--- src/rtl/chunked_add_seq_if.sv ---
// Operand/result handshake bundle for chunked_add_seq: valid/ready on the
// operand side and on the result side, sharing one N-bit data width.
interface chunked_add_seq_if #(
  parameter int N = 64
);
  logic         in_valid;
  logic         in_ready;
  logic [N-1:0] a;
  logic [N-1:0] b;
  logic         ci;
  logic         out_valid;
  logic         out_ready;
  logic [N-1:0] s;
  logic         co;

  modport master (
    output in_valid, a, b, ci, out_ready,
    input  in_ready, out_valid, s, co
  );

  modport slave (
    input  in_valid, a, b, ci, out_ready,
    output in_ready, out_valid, s, co
  );
endinterface

--- src/rtl/chunked_add_seq.sv ---
// Sequential wide adder: {co,s} = a + b + ci, evaluated W bits per clock with
// the carry registered between chunks; valid/ready handshake on both sides.
module chunked_add_seq #(
  parameter int N = 64,
  parameter int W = 8
) (
  input  logic              clk,
  input  logic              rst,
  chunked_add_seq_if.slave  bus
);

  localparam int WS = (W < 1) ? 1 : W;
  localparam int NC = N / WS;
  localparam int CW = $clog2(NC + 1);

  if ((W < 1) || ((N % WS) != 0)) begin : g_bad_config
    $error("chunked_add_seq: W must be >= 1 and divide N evenly");
  end

  typedef enum logic [1:0] {
    IDLE = 2'd0,
    RUN  = 2'd1,
    DONE = 2'd2
  } state_t;

  state_t        state;
  state_t        state_nxt;
  logic [CW-1:0] idx;
  logic          carry;
  logic [N-1:0]  a_q;
  logic [N-1:0]  b_q;
  logic [N-1:0]  s_q;
  logic          co_q;
  logic [WS-1:0] a_chunk;
  logic [WS-1:0] b_chunk;
  logic [WS:0]   chunk_sum;
  logic          accept;
  logic          last;

  assign bus.in_ready  = (state == IDLE) & ~rst;
  assign bus.out_valid = (state == DONE);
  assign bus.s         = s_q;
  assign bus.co        = co_q;

  assign accept = bus.in_valid & bus.in_ready;
  assign last   = (idx == CW'(NC - 1));

  // Constant-index mux keeps the chunk selection free of variable part-selects.
  always_comb begin
    // NOTE: every always_comb output gets a default first so no path infers a latch.
    a_chunk = '0;
    b_chunk = '0;
    for (int k = 0; k < NC; k++) begin
      if (idx == CW'(k)) begin
        a_chunk = a_q[k*WS +: WS];
        b_chunk = b_q[k*WS +: WS];
      end
    end
  end

  assign chunk_sum = {1'b0, a_chunk} + {1'b0, b_chunk} + {{WS{1'b0}}, carry};

  always_ff @(posedge clk) begin
    // NOTE: sequential state uses non-blocking assignments so all registers update together.
    if (rst) state <= IDLE;
    else     state <= state_nxt;
  end

  always_comb begin
    state_nxt = state;
    case (state)
      IDLE:    if (accept)        state_nxt = RUN;
      RUN:     if (last)          state_nxt = DONE;
      DONE:    if (bus.out_ready) state_nxt = IDLE;
      default:                    state_nxt = IDLE;
    endcase
  end

  // Operands stay frozen through RUN; only s, carry and idx advance per chunk.
  always_ff @(posedge clk) begin
    if (rst) begin
      idx   <= '0;
      carry <= 1'b0;
      a_q   <= '0;
      b_q   <= '0;
      s_q   <= '0;
      co_q  <= 1'b0;
    end else begin
      case (state)
        IDLE: begin
          if (accept) begin
            a_q   <= bus.a;
            b_q   <= bus.b;
            carry <= bus.ci;
            idx   <= '0;
            s_q   <= '0;
          end
        end
        RUN: begin
          for (int k = 0; k < NC; k++) begin
            if (idx == CW'(k)) s_q[k*WS +: WS] <= chunk_sum[WS-1:0];
          end
          carry <= chunk_sum[WS];
          idx   <= idx + 1'b1;
          if (last) co_q <= chunk_sum[WS];
        end
        default: ;
      endcase
    end
  end

endmodule
--- src/flat_wrapper.sv ---
// flat-port wrapper written by rule: the top's interface ports become plain ports
module chunked_add_seq_flat 
#(
  parameter int N = 64,
  parameter int W = 8
)
  (clk, rst, bus_in_valid, bus_a, bus_b, bus_ci, bus_out_ready, bus_in_ready, bus_out_valid, bus_s, bus_co);
  chunked_add_seq_if #(.N(N)) bus_i ();
  input  logic clk;
  input  logic rst;
  input wire logic [$bits(bus_i.in_valid)-1:0] bus_in_valid;
  input wire logic [$bits(bus_i.a)-1:0] bus_a;
  input wire logic [$bits(bus_i.b)-1:0] bus_b;
  input wire logic [$bits(bus_i.ci)-1:0] bus_ci;
  input wire logic [$bits(bus_i.out_ready)-1:0] bus_out_ready;
  output wire logic [$bits(bus_i.in_ready)-1:0] bus_in_ready;
  output wire logic [$bits(bus_i.out_valid)-1:0] bus_out_valid;
  output wire logic [$bits(bus_i.s)-1:0] bus_s;
  output wire logic [$bits(bus_i.co)-1:0] bus_co;
  assign bus_i.in_valid = bus_in_valid;
  assign bus_i.a = bus_a;
  assign bus_i.b = bus_b;
  assign bus_i.ci = bus_ci;
  assign bus_i.out_ready = bus_out_ready;
  assign bus_in_ready = bus_i.in_ready;
  assign bus_out_valid = bus_i.out_valid;
  assign bus_s = bus_i.s;
  assign bus_co = bus_i.co;
  chunked_add_seq #(.N(N), .W(W)) u_core (.clk(clk), .rst(rst), .bus(bus_i));
endmodule
--- config.mk ---
export PLATFORM = sky130hd
export DESIGN_NAME = chunked_add_seq_flat
export DESIGN_NICKNAME = d
export VERILOG_FILES = /design/src/rtl/chunked_add_seq_if.sv /design/src/rtl/chunked_add_seq.sv /design/src/flat_wrapper.sv
export SDC_FILE = /design/constraint.sdc
export NUM_CORES = 1
export LEC_CHECK = 0
export BUFFER_PORTS_ARGS = -buffer_cell sky130_fd_sc_hd__buf_2
export CAP_MARGIN = 20
export CORE_ASPECT_RATIO = 1.1
export CORE_MARGIN = 10
export CORE_UTILIZATION = 54
export CTS_CLUSTER_DIAMETER = 30
export DETAILED_ROUTE_END_ITERATION = 8
export GPL_ROUTABILITY_DRIVEN = 0
export GPL_TIMING_DRIVEN = 0
export HOLD_SLACK_MARGIN = 0.06
export PLACE_DENSITY = 0.8
export SLEW_MARGIN = 20
export SYNTH_ARGS = -nofsm -noshare
export SYNTH_HDL_FRONTEND = slang
export SYNTH_SLANG_ARGS = --single-unit
export TNS_END_PERCENT = 20
--- constraint.sdc ---
create_clock -name clk -period 4.7 [get_ports clk]
set_input_delay 0.47 -clock clk [delete_from_list [all_inputs] [get_ports clk]]
set_output_delay 0.47 -clock clk [all_outputs]
set_load 0.03 [all_outputs]
==> results of run 1 <==
## state kept, by name, summed over array words and instances, names as in the netlist
| name | flops |
|---|---|
| u_core.bus.co | 1 |
| u_core.b_q | 64 |
| u_core.state | 2 |
| u_core.bus.s | 64 |
| u_core.idx | 4 |
| u_core.carry | 1 |
| u_core.a_q | 64 |
## cells by family (layout without fill, tap and decap cells)
logic type | count (synthesis) | count (layout) | share of synthesized area
xor+xnor | 3 | 3 | 0.00476
fa+ha+maj | 13 | 13 | 0.0205
compound gates | 327 | 327 | 0.219
simple gates | 458 | 458 | 0.227
buf+inv | 93 | 322 | 0.0561
mux | 10 | 10 | 0.0115
flops | 200 | 200 | 0.462
## metal layers
metal	wire length (um)	GRT usage
met5	0	0
met4	1100	0.117
met3	2480	0.0573
met2	13200	0.405
met1	11000	0.290
## power groups by stage
stage | combinational [mW] | sequential, mW | clock, mW
after floorplan | 0.248 | 1.82 | 0
after global placement | 0.397 | 1.82 | 0
after detailed placement | 0.405 | 1.82 | 0
after CTS | 0.407 | 1.79 | 1.56
after global routing | 0.453 | 1.79 | 1.63
final | 0.415 | 1.79 | 1.56
## cells in the final DEF (no fill, tap or decap), drive strengths merged, types with 4 or more instances in the layout
cell type	n
and3b	4
mux2i	10
inv	11
bufinv	4
o22ai	5
dfxtp	200
nand2b	6
a221o	4
nor2	68
a21oi	192
o31ai	9
nor3	10
clkbuf	58
nand3b	28
o211ai	5
a22oi	20
a211oi	6
o21ai	58
ha	11
buf	245
a221oi	17
nor2b	5
nand2	324
## cell type report
type,count,area [um^2]
Inverter,8,30.0
Clock buffer,19,453
Buffer,85,458
Clock inverter,11,169
Multi-Input combinational cell,811,4180
Tap cell,200,250
Timing Repair Buffer,199,998
Fill cell,1379,5190
Sequential cell,200,4000
## timing repair
| action | CTS | global route |
|---|---|---|
| gates resized for setup | 0 | 3 |
| setup buffers | 0 | 1 |
| setup endpoints to repair | 0 | 16 |
## worst max-delay path, cell delays in order, from the launching register on
cell	delay [ns]
dfxtp_1	0.43
inv_1	0.10
ha_1	0.21
nor2b_1	0.12
buf_2	0.19
a22oi_1	0.20
o21ai_0	0.16
a221o_1	0.40
a222oi_1	0.49
fa_1	0.29
inv_1	0.05
fa_1	0.42
a211oi_1	0.28
o21ai_1	0.11
a21oi_1	0.32
xor2_2	0.11
buf_4	0.18
o31ai_1	0.26
## how the worst min path moves through the flow
| stage | to | cells past startpoint |
|---|---|---|
| 2_1_floorplan | u_core.a_q[17] | 2 |
| 3_3_place_gp | u_core.b_q[45] | 2 |
| 3_5_place_dp | u_core.b_q[45] | 2 |
| 4_1_cts | u_core.b_q[60] | 3 |
| 5_1_grt | u_core.a_q[38] | 3 |
| 6_report | u_core.b_q[60] | 3 |
==> flow_summary.ini, run 1 <==
[logic_synthesis]
synthTopCellsByCount = nand2_1 (323), dfxtp_1 (200), a21oi_1 (189)
syn_nets = 1250
netlist.area_leader.share = 0.462
syn-cell-area_mm2 = 0.00867
synthArstFlopShare = 0
yosys.area.top_type = dfxtp_1
seq_area_frac_synth = 0.462
synth_cells = 1104
yosys-top-cells-area = dfxtp_1 (46%), nand2_1 (14%), a21oi_1 (11%)
yosysWarnings = 0
synth_edf_count = 0
synth_top_flop_cell = dfxtp_1
ys_ff_latch = 200
yosys.cell_count.top_type = nand2_1
yosysUniqueCellTypes = 53
syn_avg_cell_area_um2 = 7.85

[pwr]
finalPower_mw = 3.76
p_leak_nw = 4.32
p_switching_mw = 0.943
p_seq_frac = 0.475
clockPowerShare = 0.415
powerDensity_mw_per_mm2 = 357
ir_worst_vdd_mv = 0.267
p_int_mw = 2.82
swShare = 0.250
comb_power_share = 0.110

[route]
first_pass_iters = 6
post_drt_wl_per_cell_um = 18.1
vias = 8700
drcViolationCount = 0
routed_wl_um = 27800
ant_nets = 0
avgViaCountPerCell = 5.68
drt_iter0_markers = 965

[run]
maxCapViolCount = 0

[global_routing]
grt_usage = 0.244
grt_max_degree = 17
grt_pass1_vias = 8497
grt.overflow.total = 0
grt_pass1_wl_um = 42700
antenna_found_initial = 0

[cells_and_area]
syn2layout_area_growth_pct = 21.6
final_cell_area_mm2 = 0.0105
antennaDiodeCount = 0
nNetsFinal = 1468
drive_above_1_share = 0.216
final_cells = 1533
final_core_utilization = 0.670

[floorplanning]
core-area_mm2 = 0.0157
die_h_um = 153
start_util = 0.551
core.rowCount = 48
die_width_um = 141
die-area_mm2 = 0.0215
io_pins = 200

[clock_tree]
clk_pin_slew_ns = 0.07
clockBufferDepth = 2
htreeDepth = 4
root_buffer = clkbuf_16
clk_latency_ns = 0.44
cts_tree = done
hold_buffers = 0
cts_sinks = 200
cts-buffers-inserted = 17

[placement]
dp_cells = 1502
portBuffers = 198
placed_cell_area_mm2 = 0.00991
pre_cts_slack_ns = 0.222
hpwl_um = 20900

[setup_path]
timing.rr.start = u_core.idx[0]
critPathKind = flip-flop to flip-flop
critical_path.endpoint_type = flip-flop
cp_max_fo = 9
cp_data_arrival_time_ns = 4.78
crit_end = u_core.bus.s[38]
critPathLaunch = u_core.idx[0]
reg2reg_to = u_core.bus.s[38]
worstRegToRegCells = 17
r2r_slack_ns = 0.26
cp-start-kind = flip-flop
required_ns = 5.04

[sta]
relSlewSlack = 0.473
finalWorstSetupSlack_ns = 0.259
period_needed_ns = 4.44
hold_ws_ns = 0.261
worst_pin_slew_ns = 0.789
finalCritPeriodShare = 0.945
finClkSkew_ns = 0.00916
finalHoldViolations = 0
rsz0062_at_grt = no
setup_violations = 0
drv_slew = 0
fmax_mhz = 225
setup_tns_ns = 0

[worst_hold_path]
hold_start = bus_b[60]
hold_path.class = input port to flip-flop

[run_status]
status = completed
(Power assumes the default switching activity.)
==> run 2: changes to the inputs <==
--- a/config.mk
+++ b/config.mk
@@ -16,6 +16,7 @@
 export GPL_TIMING_DRIVEN = 0
 export HOLD_SLACK_MARGIN = 0.06
 export PLACE_DENSITY = 0.8
+export RECOVER_POWER = 100
 export SLEW_MARGIN = 20
 export SYNTH_ARGS = -nofsm -noshare
 export SYNTH_HDL_FRONTEND = slang
==> flow_summary.ini, run 2 (synthesis gave the netlist of run 1 again) <==
[setup_path]
crit_chain = inv_1, ha_1, nor2b_1, buf_2, a22oi_1, o21ai_0, a221o_1, a222oi_1, fa_1, inv_1, fa_1, a211oi_1, o21ai_1, a21oi_1, xor2_2, buf_4, o31ai_1
cp-start-kind = flip-flop
r2r_slack_ns = 0.28
crit_path_top_delay_cell = a222oi_1
cp_num_buf_inv = 4
cp_max_fo = 9
reg2reg_to = u_core.bus.s[38]
critical_path.endpoint_type = flip-flop
timing.rr.start = u_core.idx[0]
cp_data_arrival_time_ns = 4.77
critPathKind = flip-flop to flip-flop
critPathMaxStageDelay_ns = 0.48
crit_family = compound AO/OA/AOI/OAI gates
worstRegToRegCells = 17
required_ns = 5.04

[cells_and_area]
multi_input_area_mm2 = 0.00416
regArea_mm2 = 0.00400
fill_cells = 1432
nNetsFinal = 1468
layout.cells.most_common_list = nand2_1 (323), dfxtp_1 (200), a21oi_1 (189)
final_cell_area_mm2 = 0.0103
final_common_cell = nand2_1
drive_above_1_share = 0.152
syn2layout_area_growth_pct = 19.3
antennaDiodeCount = 0

[sta]
relSlewSlack = 0.420
fmax_mhz = 226
period_needed_ns = 4.42
rsz0062_at_grt = no
setup_violations = 0
finClkSkew_ns = 0.00702
drv_slew = 0
setup_tns_ns = 0
finalHoldViolations = 0
worst_pin_slew_ns = 0.870
finalCritPeriodShare = 0.941

[pwr]
finalPower_mw = 3.75
p_leak_nw = 3.94
powerDensity_mw_per_mm2 = 363
ir_worst_vdd_mv = 0.267

[worst_hold_path]
hold_path.class = input port to flip-flop
hold_end = u_core.b_q[60]
holdPathStages = 3
hold_start = bus_b[60]

[clock_tree]
cts_sinks = 200
htreeDepth = 4
clockBufferDepth = 2
cts_tree = done
root_buffer = clkbuf_16
clk_latency_ns = 0.44
clk_pin_slew_ns = 0.07
cts-buffers-inserted = 17

[placement]
placed_cell_area_mm2 = 0.00991
hpwl_um = 20900
portBuffers = 198

[route]
avgViaCountPerCell = 5.69
drcViolationCount = 0
post_drt_wl_per_cell_um = 18.2
vias = 8717
drt_iter0_markers = 852
first_pass_iters = 6
routed_wl_um = 28000
ant_nets = 0

[global_routing]
grt_pass1_vias = 8497
antenna_found_initial = 0
grt_max_degree = 17
grt_pass1_wl_um = 42700
grt_usage = 0.244
grt.overflow.total = 0

[floorplanning]
die-area_mm2 = 0.0215
die_width_um = 141
start_util = 0.551
core-area_mm2 = 0.0157
core.rowCount = 48
die_h_um = 153
io_pins = 200

[run_status]
status = completed

[run]
maxCapViolCount = 0
run 2: changes by cell type in the layout (fill, tap and decap cells not counted):
cell	change
buf_4	-1
xor2_1	+1
buf_1	-2
nor4b_4	-1
clkbuf_1	+85
xor2_2	-1
buf_6	-12
buf_2	-71
nor4b_1	+1
clkbuf_2	+1
run 2: power breakdown:
group | total (mW) | switching, mW | leakage (nW) | internal, mW
registers | 1.79 | 0.0352 | 1.63 | 1.75
clock network | 1.56 | 0.645 | 0.306 | 0.916
logic | 0.401 | 0.261 | 2.01 | 0.140
total | 3.75 | 0.942 | 3.94 | 2.81
run 2: routing by layer:
layer | track usage | vias up | share of wire
met2 | 0.405 | 437 | 0.48
met1 | 0.290 | 4006 | 0.40
met3 | 0.0573 | 81 | 0.086
met4 | 0.117 | 0 | 0.038
li1 | - | 4193 | -
met5 | 0 | - | 0
run 2: cell type report:
cell class                      instances  share of cell area
Clock inverter                         11              0.0163
Sequential cell                       200               0.387
Buffer                                 85              0.0349
Inverter                                8             0.00290
Multi-Input combinational cell        811               0.402
Tap cell                              200              0.0242
Clock buffer                           19              0.0438
Timing Repair Buffer                  199              0.0885
run 2: worst register-to-register path, cell delays in order (launching register included):
cell and delay (ns):
dfxtp_1 0.44, inv_1 0.10, ha_1 0.21, nor2b_1 0.12
buf_2 0.19, a22oi_1 0.21, o21ai_0 0.15, a221o_1 0.40
a222oi_1 0.49, fa_1 0.29, inv_1 0.05, fa_1 0.42
a211oi_1 0.28, o21ai_1 0.11, a21oi_1 0.32, xor2_2 0.11
buf_4 0.18, o31ai_1 0.25
run 2: worst max path at each step:
stage / to / slack [ns] / startpoint / cells after the start
detailed placement: u_core.bus.s[54] / 0.22 / u_core.idx[0] / 14
CTS: u_core.bus.s[22] / 0.16 / u_core.idx[0] / 14
global route: u_core.bus.s[38] / 0.02 / u_core.idx[0] / 17
floorplan: u_core.bus.s[14] / 1.05 / u_core.idx[0] / 15
global placement: u_core.bus.s[30] / 0.34 / u_core.idx[0] / 14
finish: u_core.bus.s[38] / 0.28 / u_core.idx[0] / 17
run 2: per-stage QoR:
step	cells	setup WS (ns)	util	hold WS (ns)
finish	1533	0.277	0.657	0.263
global route	1533	0.0231	0.657	0.267
CTS	1532	0.165	0.669	0.260
detailed placement	1502	0.222	0.630	0.443
global placement	1502	0.342	0.630	0.438
floorplan	1104	1.05	-	0.431
run 2: repair_timing:
action	in CTS	in global routing
setup endpoints to repair	0	16
setup buffers	0	1
hold buffers	0	0
gates resized for setup	0	3
==> run 3: changes to the inputs <==
--- a/config.mk
+++ b/config.mk
@@ -15,7 +15,7 @@
 export GPL_ROUTABILITY_DRIVEN = 0
 export GPL_TIMING_DRIVEN = 0
 export HOLD_SLACK_MARGIN = 0.06
-export PLACE_DENSITY = 0.8
+export PLACE_DENSITY = 0.86
 export RECOVER_POWER = 100
 export SLEW_MARGIN = 20
 export SYNTH_ARGS = -nofsm -noshare
==> flow_summary.ini, run 3 (synthesis gave the netlist of run 1 again) <==
[sta]
hold_ws_ns = 0.253
finClkSkew_ns = 0.00670
relSlewSlack = 0.418
rsz0062_at_grt = no
worst_pin_slew_ns = 0.873
finalCritPeriodShare = 0.923
finalHoldViolations = 0
setup_tns_ns = 0
setup_violations = 0
drv_slew = 0
fmax_mhz = 230
period_needed_ns = 4.34

[global_routing]
grt_max_degree = 19
antenna_found_initial = 2
grt_pass1_wl_um = 42800
grt.overflow.total = 0
grt_pass1_vias = 8583
grt_usage = 0.244

[clock_tree]
clk_latency_ns = 0.45
htreeDepth = 4
clockBufferDepth = 2
cts_sinks = 200
cts-buffers-inserted = 17
clk_pin_slew_ns = 0.07
hold_buffers = 0
cts_tree = done
root_buffer = clkbuf_16

[cells_and_area]
layout.cells.most_common_list = nand2_1 (323), dfxtp_1 (200), a21oi_1 (189)
drive_above_1_share = 0.154
syn2layout_area_growth_pct = 19.4
final_common_cell = nand2_1
nNetsFinal = 1468
fill_cells = 1364

[run_status]
status = completed

[pwr]
powerDensity_mw_per_mm2 = 362
ir_worst_vdd_mv = 0.277
finalPower_mw = 3.75
p_leak_nw = 3.95

[setup_path]
critPathKind = flip-flop to flip-flop
critical_path.endpoint_type = flip-flop
r2r_slack_ns = 0.36
critPathLaunch = u_core.idx[0]
reg2reg_to = u_core.bus.s[31]
crit_end = u_core.bus.s[31]
cp-start-kind = flip-flop
required_ns = 4.99
worstRegToRegCells = 13
timing.rr.start = u_core.idx[0]
cp_max_fo = 9
cp_data_arrival_time_ns = 4.63

[route]
post_drt_wl_per_cell_um = 18.1
drt_iter0_markers = 917
routed_wl_um = 27800
drcViolationCount = 0
ant_nets = 0
vias = 8839
avgViaCountPerCell = 5.75
first_pass_iters = 5

[floorplanning]
start_util = 0.551
core.rowCount = 48
die_width_um = 141
core-area_mm2 = 0.0157
io_pins = 200
die-area_mm2 = 0.0215
die_h_um = 153

[worst_hold_path]
hold_path.class = input port to flip-flop

[placement]
portBuffers = 198
hpwl_um = 20800

[run]
maxCapViolCount = 0
## run 3: changes by cell type in the layout (fill, tap and decap cells not counted), sizes merged
cell    previous run  this run
clkbuf           144       141
buf              159       161
clkinv             3         5
diode              0         2
inv               11        13
bufinv             4         3
## run 3: layer usage
metal	vias to the layer above	wire length, um	global-route usage
met3	100	2330	0.0592
met4	0	1320	0.131
met2	472	13300	0.403
li1	4208	-	-
met5	-	0	0
met1	4059	10900	0.283
## run 3: worst max-delay path, stage by stage, from the launching register on
cell	delay (ns)
dfxtp_1	0.43
inv_1	0.09
ha_1	0.29
and3b_1	0.21
clkbuf_2	0.21
nor2_1	0.45
o21ai_0	0.15
o21ai_0	0.47
ha_1	0.32
nor2b_1	0.14
o31a_1	0.31
o21ai_0	0.23
xor2_1	0.66
o21ai_0	0.21
## run 3: worst min-delay path by stage
stage / depth (start not counted) / start / slack [ns] / endpoint
3_5_place_dp: 2 / u_core.a_q[20] / 0.45 / u_core.a_q[20]
2_1_floorplan: 2 / u_core.a_q[17] / 0.43 / u_core.a_q[17]
6_report: 3 / bus_a[38] / 0.25 / u_core.a_q[38]
5_1_grt: 3 / bus_a[38] / 0.25 / u_core.a_q[38]
3_3_place_gp: 2 / u_core.b_q[45] / 0.44 / u_core.b_q[45]
4_1_cts: 3 / bus_a[38] / 0.26 / u_core.a_q[38]
## run 3: power by group
group / total, mW / internal [mW] / leakage (nW) / switching [mW]
sequential: 1.79 / 1.75 / 1.63 / 0.0359
combinational: 0.398 / 0.140 / 2.02 / 0.258
clock: 1.56 / 0.868 / 0.307 / 0.692
total: 3.75 / 2.76 / 3.95 / 0.986
## run 3: what timing repair did
item	in CTS	in global routing
resized for setup	0	2
endpoints found under the setup margin	0	9
setup buffers	0	1
## run 3: stage by stage
step                setup WS, ns  instance area, um^2  std cells   util
floorplan                   1.05                 8670       1104      -
global placement           0.308                 9910       1502  0.630
detailed placement         0.281                 9910       1502  0.630
CTS                        0.245                10500       1534  0.670
global route              0.0566                10300       1537  0.658
finish                     0.361                10300       1537  0.658
## run 3: layout make-up
cell class | count | area (um^2) | share of cell area
Tap cell | 200 | 250 | 0.0242
Clock buffer | 18 | 439 | 0.0424
Sequential cell | 200 | 4000 | 0.387
Timing Repair Buffer | 199 | 915 | 0.0884
Buffer | 85 | 362 | 0.0349
Inverter | 8 | 30.0 | 0.00290
Antenna cell | 2 | 5.00 | 0.000484
Clock inverter | 14 | 189 | 0.0183
Multi-Input combinational cell | 811 | 4160 | 0.402
